`config.mk`:
```
export PLATFORM = sky130hd
export DESIGN_NAME = char_buffer_wr_ctrl
export DESIGN_NICKNAME = d
export VERILOG_FILES = /design/src/rtl/char_buffer_wr_ctrl.sv
export SDC_FILE = /design/constraint.sdc
export NUM_CORES = 1
export LEC_CHECK = 0
export BUFFER_PORTS_ARGS = -buffer_cell sky130_fd_sc_hd__buf_2
export CORE_MARGIN = 5
export CORE_UTILIZATION = 45
export CTS_CLUSTER_DIAMETER = 40
export DETAILED_ROUTE_END_ITERATION = 8
export PLACE_DENSITY = 0.68
export RECOVER_POWER = 25
export SLEW_MARGIN = 20
export SYNTH_ARGS = -nofsm -noshare
export SYNTH_HDL_FRONTEND = slang
export SYNTH_SLANG_ARGS = --single-unit
export TNS_END_PERCENT = 10
```
`constraint.sdc`:
```
create_clock -name clk_i -period 3.9 [get_ports clk_i]
set_input_delay 0.975 -clock clk_i [delete_from_list [all_inputs] [get_ports clk_i]]
set_output_delay 0.975 -clock clk_i [all_outputs]
set_load 0.005 [all_outputs]
```
`src/rtl/char_buffer_wr_ctrl.sv`:
```
// Write-side controller for the text character buffer: arbitrates host
// character writes against a full-screen clear sweep onto one write port.
module char_buffer_wr_ctrl #(
  parameter int unsigned COLS   = 80,
  parameter int unsigned ROWS   = 30,
  parameter int unsigned COL_W  = 7,
  parameter int unsigned ROW_W  = 5,
  parameter int unsigned DATA_W = 7
) (
  input  logic              clk_i,
  input  logic              rst_i,
  input  logic              hw_valid_i,
  output logic              hw_ready_o,
  input  logic [COL_W-1:0]  hw_col_i,
  input  logic [ROW_W-1:0]  hw_row_i,
  input  logic [DATA_W-1:0] hw_data_i,
  input  logic              clr_req_i,
  input  logic [DATA_W-1:0] clr_char_i,
  output logic              wr_en_o,
  output logic [COL_W-1:0]  col_w_o,
  output logic [ROW_W-1:0]  row_w_o,
  output logic [DATA_W-1:0] din_o,
  output logic              busy_o,
  output logic              clr_done_o,
  output logic              addr_err_o
);

  localparam logic [COL_W:0]   COLS_L   = (COL_W+1)'(COLS);
  localparam logic [ROW_W:0]   ROWS_L   = (ROW_W+1)'(ROWS);
  localparam logic [COL_W-1:0] LAST_COL = COL_W'(COLS - 1);
  localparam logic [ROW_W-1:0] LAST_ROW = ROW_W'(ROWS - 1);

  typedef enum logic [0:0] {S_IDLE = 1'b0, S_CLEAR = 1'b1} state_t;

  state_t              state_q, state_d;
  logic [COL_W-1:0]    col_q, col_d;
  logic [ROW_W-1:0]    row_q, row_d;
  logic [DATA_W-1:0]   fill_q, fill_d;
  logic                wr_en_d, clr_done_d, addr_err_d;
  logic [COL_W-1:0]    col_w_d;
  logic [ROW_W-1:0]    row_w_d;
  logic [DATA_W-1:0]   din_d;
  logic                host_fire_c;
  logic                host_in_range_c;
  logic                last_cell_c;

  // Clear request wins the cycle it arrives, so the host stalls instead of being lost
  assign hw_ready_o      = (state_q == S_IDLE) && !clr_req_i;
  assign busy_o          = (state_q == S_CLEAR);
  assign host_fire_c     = hw_valid_i && hw_ready_o;
  assign host_in_range_c = ({1'b0, hw_col_i} < COLS_L) && ({1'b0, hw_row_i} < ROWS_L);
  assign last_cell_c     = (col_q == LAST_COL) && (row_q == LAST_ROW);

  // State register
  always_ff @(posedge clk_i) begin
    if (rst_i) state_q <= S_IDLE;
    else       state_q <= state_d;
  end

  // Next-state logic
  always_comb begin
    state_d = state_q;
    case (state_q)
      S_IDLE:  if (clr_req_i)   state_d = S_CLEAR;
      S_CLEAR: if (last_cell_c) state_d = S_IDLE;
      default: state_d = S_IDLE;
    endcase
  end

  // Output / sweep-counter logic; write-port fields hold when no write issues
  always_comb begin
    col_d      = col_q;
    row_d      = row_q;
    fill_d     = fill_q;
    wr_en_d    = 1'b0;
    col_w_d    = col_w_o;
    row_w_d    = row_w_o;
    din_d      = din_o;
    clr_done_d = 1'b0;
    addr_err_d = 1'b0;
    case (state_q)
      S_IDLE: begin
        if (clr_req_i) begin
          fill_d = clr_char_i;
          col_d  = '0;
          row_d  = '0;
        end else if (host_fire_c) begin
          if (host_in_range_c) begin
            wr_en_d = 1'b1;
            col_w_d = hw_col_i;
            row_w_d = hw_row_i;
            din_d   = hw_data_i;
          end else begin
            addr_err_d = 1'b1;
          end
        end
      end
      S_CLEAR: begin
        wr_en_d    = 1'b1;
        col_w_d    = col_q;
        row_w_d    = row_q;
        din_d      = fill_q;
        clr_done_d = last_cell_c;
        if (last_cell_c) begin
          col_d = '0;
          row_d = '0;
        end else if (col_q == LAST_COL) begin
          col_d = '0;
          row_d = row_q + ROW_W'(1);
        end else begin
          col_d = col_q + COL_W'(1);
        end
      end
      default: ;
    endcase
  end

  // Registered datapath and outputs
  always_ff @(posedge clk_i) begin
    if (rst_i) begin
      col_q      <= '0;
      row_q      <= '0;
      fill_q     <= '0;
      wr_en_o    <= 1'b0;
      col_w_o    <= '0;
      row_w_o    <= '0;
      din_o      <= '0;
      clr_done_o <= 1'b0;
      addr_err_o <= 1'b0;
    end else begin
      col_q      <= col_d;
      row_q      <= row_d;
      fill_q     <= fill_d;
      wr_en_o    <= wr_en_d;
      col_w_o    <= col_w_d;
      row_w_o    <= row_w_d;
      din_o      <= din_d;
      clr_done_o <= clr_done_d;
      addr_err_o <= addr_err_d;
    end
  end

endmodule

```
==> summary.txt, run 1 <==
Clock tree
  • Setup Fix Bufs, Post-CTS: 0
  • Depth of the CTS H-tree: 2
  • Root Buffer: clkbuf_8
  • PostCTS Resize Cnt: 0
  • Hold-fix buffers, CTS: 0
  • Maximum clock path buffer count: 2
  • Skew-Pair Late Insertion Delay: 290 ps
  • Total CTS buffers: 5
  • CTS tree: built
  • Clock transition at the registers of the reported paths: 80 ps
  • Clk sink count: 42

Critical path
  • Slowest cell delay on critical path: 890 ps
  • CP startpoint kind: flop
  • Flop-to-flop setup slack: 1140 ps
  • Critical Path AT: 2940 ps
  • Critical setup path kind: reg2reg
  • Worst Reg-to-Reg Cells: 5
  • Element type at the critical path end: flop
  • WP data required: 4080 ps
  • Crit-path slowest cell: clkbuf_1
  • Buf/Inv on CP: 1
  • Worst path top cell family by delay: buffers and inverters
  • Worst r2r dst: row_q[2]
  • CP cell instances: clkbuf_1 -> nand2b_1 -> o32ai_1 -> xor2_1 -> and3_1
  • Critical Path Fanout Max: 21
  • RR Startpoint: busy_o

Global routing
  • GRT Max-Usage Layer: met1
  • GR Layer Usage met1: 0.232
  • Initial antenna violation count: 0
  • Number of global-route vias before repair: 1530
  • Gr ovfl total: 0
  • First-pass GRT wire length: 7620 um
  • GR Util All Layers: 0.158
  • Grt met3 use: 0.0498
  • Largest net degree at the start of global routing: 41
  • GRT met2 Usage: 0.220

STA
  • RSZ-0062 raised after global routing: false
  • Min Tclk post-route: 2760 ps
  • Finish-stage setup viols: 0
  • Total negative slack: 0 ps
  • Clock Skew: 5.53 ps
  • Final Cycle Share: 0.708
  • Fmax: 362 MHz
  • Least-Margin Pin Slew: 1110 ps
  • Worst slew margin: 0.258
  • Max-slew violation count: 0
  • Final worst setup slack: 1140 ps
  • Final hold viol count: 0

Synthesis
  • Post-Syn Instances: 218
  • Ys flop type: dfxtp_1
  • Share of the synthesized area in the top cell type: 0.429
  • Mapped Avg Cell Area: 8.98 sq um
  • Synth top area cells: dfxtp_1 43%, mux2i_1 8.7%, a211oi_1 6.9%
  • Synth top cells by count: 42 x dfxtp_1, 22 x nor2_1, 21 x nand2_1, 18 x a211oi_1, 17 x mux2i_1
  • Syn Nets: 251
  • YS warnings: 0
  • Synthesized flop and latch total: 42
  • Post-synth EDFFs: 0
  • Netlist Area Pre-Place: 1960 sq um
  • Sequential area share after synthesis: 0.429
  • Top cell type by total area after synthesis: dfxtp_1
  • Asr flop ratio synth: 0
  • Yosys cell types: 43
  • Cell with the most instances after synthesis: dfxtp_1

Placement
  • Number of port buffers: 53
  • Pre-CTS WS: 1320 ps
  • Total placed cells including tap cells: 309
  • Gpl congestion: 0.821
  • DP Wirelength: 3280 um

Floorplan
  • Core area: 4290 sq um
  • # IOs: 54
  • Row count: 24
  • Die Area: 5770 sq um
  • Initial core utilization: 0.456
  • Die X: 76.0 um
  • Die Y: 76.0 um

Power and ir drop
  • VDD IR max: 0.172 mV
  • Tot Pwr: 0.927 mW
  • P per Cell Area: 402 nW/um^2
  • Lkg Pwr: 0.944 nW

Detailed routing
  • Vias post-DR: 1662
  • DRC: 0
  • Drt total wl: 4480 um
  • Post-DRT Antenna Nets: 0
  • First DRT Iteration DRCs: 139
  • Initial DRT Pass Iterations: 4
  • Avg WL per Cell: 14.1 um
  • Vias/cell: 5.24

Finish
  • Non-filler cells, final: 317
  • Ant diodes: 0
  • Fill count: 431
  • Flip-flop and latch area: 841 sq um
  • Multi-input gate area: 1010 sq um
  • Share of layout cells above drive strength 1: 0.215
  • Nets: 297
  • Synth-to-Final Area Change: 17.7%

Worst hold path
  • Hold EP: fill_q[6]
  • Min-delay src: fill_q[6]
  • Hold path cells: 2
  • Worst Hold Class: reg2reg

Run
  • Max Cap Viol: 0

Outcome
  • Status: finished clean
[power breakdown]
group | internal, mW | switching [mW]
sequential | 0.454 | 0.0166
combinational | 0.0562 | 0.0664
clock | 0.192 | 0.142
total | 0.702 | 0.225
[cell type report]
class	instances	area share
multi-input cells	155	0.438
flip-flops and latches	42	0.365
repair buffers	55	0.115
clock buffers	7	0.0331
well taps	52	0.0282
clock inverters	1	0.0130
inverters	5	0.00814
[sequential cells by signal, summed over array words and instances (netlist names)]
name and count:
busy_o 1, row_q 5, col_w_o 7, col_q 7, wr_en_o 1, row_w_o 5, din_o 7, clr_done_o 1
fill_q 7, addr_err_o 1
[placed cells by master (no fill, tap or decap), types with 12 or more instances in the layout]
| cell | netlist | layout |
|---|---|---|
| buf_2 | 6 | 44 |
| dfxtp_1 | 42 | 42 |
| nor2_1 | 22 | 22 |
| nand2_1 | 21 | 21 |
| a211oi_1 | 18 | 18 |
| mux2i_1 | 17 | 17 |
| a21oi_1 | 16 | 16 |
| clkbuf_1 | 5 | 12 |
[per-stage QoR]
step	instance area (sq um)	util	hold WS [ps]
6_report	2300	0.537	460
5_1_grt	2300	0.537	484
4_1_cts	2320	0.540	462
3_5_place_dp	2210	0.515	451
3_3_place_gp	2210	0.515	447
2_1_floorplan	1960	-	436
[kinds of logic (layout without fill, tap and decap cells)]
| family | Yosys count | count (layout) | synth area share |
|---|---|---|---|
| AO/OA/AOI/OAI | 55 | 55 | 0.194 |
| XOR/XNOR | 1 | 1 | 0.00447 |
| adder cells (fa/ha/maj) | 3 | 3 | 0.0192 |
| buffers and inverters | 21 | 68 | 0.0556 |
| flip-flops | 42 | 42 | 0.429 |
| multiplexers | 17 | 17 | 0.0869 |
| AND/OR/NAND/NOR | 79 | 79 | 0.211 |
[metal layers]
metal	vias to the layer above	wire, um
met3	4	215
met2	38	1940
met4	0	42
li1	883	-
met5	-	0
met1	737	2290
[worst max path at each step]
stage / startpoint / endpoint / slack (ps) / cells past startpoint
5_1_grt: busy_o / row_q[4] / 900 / 5
6_report: busy_o / row_q[2] / 1140 / 5
3_5_place_dp: clr_req_i / hw_ready_o / 1320 / 3
2_1_floorplan: clr_req_i / hw_ready_o / 1720 / 1
4_1_cts: clr_req_i / hw_ready_o / 1320 / 3
3_3_place_gp: clr_req_i / hw_ready_o / 1360 / 3
[worst min-delay path, cell delays in order (launching register included)]
cell     delay, ps
dfxtp_1        320
nand2_1         50
a21oi_1         50
No activity file was read; power rests on OpenSTA's default activity.
==> run 2, diff against run 1 <==
- PLACE_DENSITY: 0.68 -> 0.71
- clock period: 3.9 -> 2.3 ns (I/O delays scaled with it)
==> summary.txt, run 2 (synthesis results as in run 1) <==
Finish
  • Most frequent cells in the layout: 49 x buf_2, 42 x dfxtp_1, 22 x nor2_1
  • Most common cell after layout, fill and taps aside: buf_2
  • Fill count: 420
  • Synth-to-Final Area Change: 19.6%
  • Ant diodes: 0
  • Non-filler cells, final: 323
  • Non-Filler Cell Area, Final: 2340 sq um
  • Nets: 303
  • Share of layout cells above drive strength 1: 0.255

STA
  • Worst slew margin: 0.695
  • Fmax: 571 MHz
  • RSZ-0062 raised after global routing: false
  • Final Cycle Share: 0.761
  • Final hold viol count: 0
  • Min Tclk post-route: 1750 ps
  • Least-Margin Pin Slew: 458 ps
  • Total negative slack: 0 ps
  • Clock Skew: 4.70 ps
  • Max-slew violation count: 0
  • Finish-stage setup viols: 0

Clock tree
  • Total CTS buffers: 5
  • Skew-Pair Late Insertion Delay: 290 ps
  • Root Buffer: clkbuf_8
  • Maximum clock path buffer count: 2
  • CTS tree: built
  • Clk sink count: 42
  • Setup Fix Bufs, Post-CTS: 0
  • Hold-fix buffers, CTS: 0
  • Clock transition at the registers of the reported paths: 80 ps
  • PostCTS Resize Cnt: 0
  • Depth of the CTS H-tree: 2

Critical path
  • Flop-to-flop setup slack: 550 ps
  • Critical setup path kind: reg2reg
  • CP startpoint kind: flop
  • Slowest cell delay on critical path: 490 ps
  • Critical Path AT: 1980 ps
  • Critical Path Fanout Max: 7
  • Buf/Inv on CP: 0
  • Worst path top cell family by delay: simple AND/OR/NAND/NOR gates
  • CP cell instances: ha_1 -> and3_1 -> nand3_2 -> or4_4 -> o211ai_2
  • Crit-path slowest cell: or4_4
  • Element type at the critical path end: flop
  • WP data required: 2530 ps

Global routing
  • Number of global-route vias before repair: 1602
  • Largest net degree at the start of global routing: 26
  • Gr ovfl total: 0
  • First-pass GRT wire length: 7850 um
  • Initial antenna violation count: 0
  • GR Util All Layers: 0.164

Placement
  • Post-place instance area: 2260 sq um
  • Number of port buffers: 53
  • Gpl congestion: 0.827
  • DP Wirelength: 3420 um
  • Total placed cells including tap cells: 315

Detailed routing
  • DRC: 0
  • Initial DRT Pass Iterations: 4
  • First DRT Iteration DRCs: 85
  • Post-DRT Antenna Nets: 0
  • Avg WL per Cell: 14.1 um
  • Vias post-DR: 1723
  • Vias/cell: 5.33
  • Drt total wl: 4570 um

Outcome
  • Status: finished clean

Floorplan
  • Core area: 4290 sq um
  • Initial core utilization: 0.456
  • # IOs: 54
  • Die X: 76.0 um
  • Die Y: 76.0 um
  • Die Area: 5770 sq um
  • Row count: 24

Power and ir drop
  • VDD IR max: 0.255 mV
  • P per Cell Area: 641 nW/um^2
  • Lkg Pwr: 0.988 nW
  • Tot Pwr: 1.50 mW

Worst hold path
  • Worst Hold Class: reg2reg

Run
  • Max Cap Viol: 0
-- run 2: cell count changes in the layout (fill, tap and decap cells not counted), sizes merged --
cell / change
bufinv: -1
clkinv: +1
clkbuf: -5
buf: +11
-- run 2: per-stage QoR --
stage | util | hold WS, ps | worst slack [ps]
6_report | 0.545 | 467 | 549
5_1_grt | 0.545 | 485 | 438
4_1_cts | 0.547 | 468 | 544
3_5_place_dp | 0.526 | 457 | 561
3_3_place_gp | 0.526 | 451 | 609
2_1_floorplan | - | 436 | 763
-- run 2: final timing paths --
kind         startpoint        end  depth (start not counted)
max            col_q[0]   row_q[3]                          5
min           fill_q[2]  fill_q[2]                          2
max reg2reg    col_q[0]   row_q[3]                          5
min reg2reg   fill_q[2]  fill_q[2]                          2
-- run 2: worst min-delay path, delay by kind of cell (launching register included) --
kind	cells	cell delay (ps)
AOI/OAI and AO/OA	1	50
and+or+nand+nor	1	50
DFF	1	320
-- run 2: metal layers --
metal / wire, um / share of wire / GRT usage / up-vias
li1: - / - / - / 892
met1: 2150 / 0.47 / 0.225 / 776
met2: 2060 / 0.45 / 0.245 / 49
met3: 295 / 0.065 / 0.0509 / 6
met4: 63 / 0.014 / 0.0534 / 0
met5: 0 / 0 / 0 / -
-- run 2: area by class of cell --
class                      instances  area, sq um  share of cell area
timing repair buffer              61          317               0.135
inverter                           5         18.8             0.00802
sequential                        42          841               0.359
tap                               52         65.1              0.0278
clock buffer                       7         86.3              0.0369
multi-input combinational        155         1010               0.431
clock inverter                     1         5.00             0.00214
-- run 2: report_power, final --
part | switching (mW) | internal, mW | total [mW] | leakage [nW]
Sequential | 0.0224 | 0.770 | 0.792 | 0.345
Clock | 0.243 | 0.242 | 0.485 | 0.0482
Combinational | 0.120 | 0.104 | 0.224 | 0.595
Total | 0.385 | 1.12 | 1.50 | 0.988
==> run 3, diff against run 2 <==
- clock period: 2.3 -> 1.5 ns (I/O delays scaled with it)
==> summary.txt, run 3 (synthesis results as in run 1) <==
Global routing
  • Grt met3 use: 0.0581
  • GRT met2 Usage: 0.265
  • GR Layer Usage met1: 0.216
  • GR Util All Layers: 0.168
  • Gr ovfl total: 0
  • Initial antenna violation count: 0
  • GRT Max-Usage Layer: met2
  • Largest net degree at the start of global routing: 38
  • First-pass GRT wire length: 8070 um
  • Number of global-route vias before repair: 1693

Detailed routing
  • DRC: 0
  • Vias/cell: 5.36
  • First DRT Iteration DRCs: 70
  • Vias post-DR: 1800
  • Initial DRT Pass Iterations: 5
  • Drt total wl: 4880 um
  • Post-DRT Antenna Nets: 0
  • Avg WL per Cell: 14.5 um

Clock tree
  • Clock transition at the registers of the reported paths: 80 ps
  • Skew-Pair Late Insertion Delay: 290 ps
  • CTS tree: built
  • Clk sink count: 42
  • Depth of the CTS H-tree: 2
  • Root Buffer: clkbuf_8
  • Maximum clock path buffer count: 2
  • Total CTS buffers: 5
  • Setup Fix Bufs, Post-CTS: 0

STA
  • Finish-stage setup viols: 0
  • Final hold viol count: 0
  • Final Cycle Share: 0.978
  • Least-Margin Pin Slew: 313 ps
  • Max-slew violation count: 0
  • Min Tclk post-route: 1470 ps
  • Final worst setup slack: 33.0 ps
  • Fmax: 682 MHz
  • Clock Skew: 2.03 ps
  • RSZ-0062 raised after global routing: true
  • Worst slew margin: 0.786

Critical path
  • Critical Path AT: 1690 ps
  • Element type at the critical path end: flop
  • CP startpoint kind: flop
  • Critical Path Fanout Max: 3
  • Flop-to-flop setup slack: 30 ps
  • WP data required: 1720 ps
  • Slowest cell delay on critical path: 490 ps
  • Worst Reg-to-Reg Cells: 5
  • Crit-path slowest cell: or4_4
  • CP cell instances: ha_2 -> and3_4 -> nand3_2 -> or4_4 -> o211ai_2
  • Critical setup path kind: reg2reg

Power and ir drop
  • Net Sw Frac: 0.261
  • Pint: 1.75 mW
  • Clk pwr share: 0.320
  • Switching pwr: 0.619 mW
  • Lkg Pwr: 1.08 nW
  • VDD IR max: 0.416 mV
  • Flop pwr share: 0.512
  • P per Cell Area: 928 nW/um^2
  • Combinational Power Share: 0.168

Finish
  • Util after Layout: 0.595
  • Most common cell after layout, fill and taps aside: buf_2
  • Fill count: 411
  • Most frequent cells in the layout: 46 x buf_2, 40 x dfxtp_1, 21 x nand2_1, 21 x nor2_1, 18 x a211oi_1
  • Synth-to-Final Area Change: 30.5%
  • Ant diodes: 0
  • Share of layout cells above drive strength 1: 0.320
  • Nets: 316

Placement
  • Gpl congestion: 0.831
  • Pre-CTS WS: -11.1 ps
  • DP Wirelength: 3590 um
  • Number of port buffers: 53

Run
  • Max Cap Viol: 0

Outcome
  • Status: finished clean

Floorplan
  • Row count: 24
  • Die X: 76.0 um
  • Initial core utilization: 0.456
  • Die Area: 5770 sq um
  • Die Y: 76.0 um
  • Core area: 4290 sq um
  • # IOs: 54

Worst hold path
  • Worst Hold Class: in2reg
  • Hold path cells: 3
-- run 3: layout make-up --
cell class | instances | area (sq um) | share of cell area
multi-input combinational | 155 | 1050 | 0.410
sequential | 42 | 846 | 0.331
timing repair buffer | 74 | 484 | 0.189
clock buffer | 6 | 82.6 | 0.0323
tap | 52 | 65.1 | 0.0255
inverter | 5 | 18.8 | 0.00734
clock inverter | 2 | 12.5 | 0.00489
-- run 3: critical path, delay by kind of cell, from the launching register on --
kind / cells / cell delay [ps]
and+or+nand+nor: 3 / 800
DFF: 1 / 350
adders and majority gates: 1 / 180
AOI/OAI and AO/OA: 1 / 70
-- run 3: metrics by stage --
stage                     instances  total power [mW]  hold WS, ps  cell area, sq um  setup TNS, ps
after floorplan                 218              1.45          436              1960              0
after global placement          327              1.61          446              2380              0
after detailed placement        327              1.62          452              2380          -17.7
after CTS                       336              2.40          308              2520              0
after global routing            336              2.49          303              2560          -74.8
final                           336              2.37          318              2560              0
-- run 3: metal layers --
layer	vias to the layer above	part of all wire
met4	0	0.012
met2	58	0.46
li1	922	-
met1	815	0.46
met5	-	0
met3	5	0.071
-- run 3: power by group through the flow --
stage	Clock (mW)	Combinational [mW]	Sequential [mW]
final	0.759	0.400	1.21
after global routing	0.825	0.444	1.22
after CTS	0.786	0.397	1.21
after detailed placement	0	0.376	1.24
after global placement	0	0.372	1.24
after floorplan	0	0.209	1.24
-- run 3: final timing paths --
| check | start | endpoint |
|---|---|---|
| worst max-delay path | col_q[1] | row_q[3] |
| worst min-delay path | clr_char_i[2] | fill_q[2] |
| worst max register to register | col_q[1] | row_q[3] |
| worst min register to register | fill_q[1] | fill_q[1] |
-- run 3: repair_timing --
| item | 4_1_cts | 5_1_grt |
|---|---|---|
| endpoints found under the setup margin | 3 | 8 |
| pin swaps | 0 | 1 |
| cloned | 1 | 0 |
| gates resized for setup | 7 | 7 |
| hold buffers | 0 | 0 |
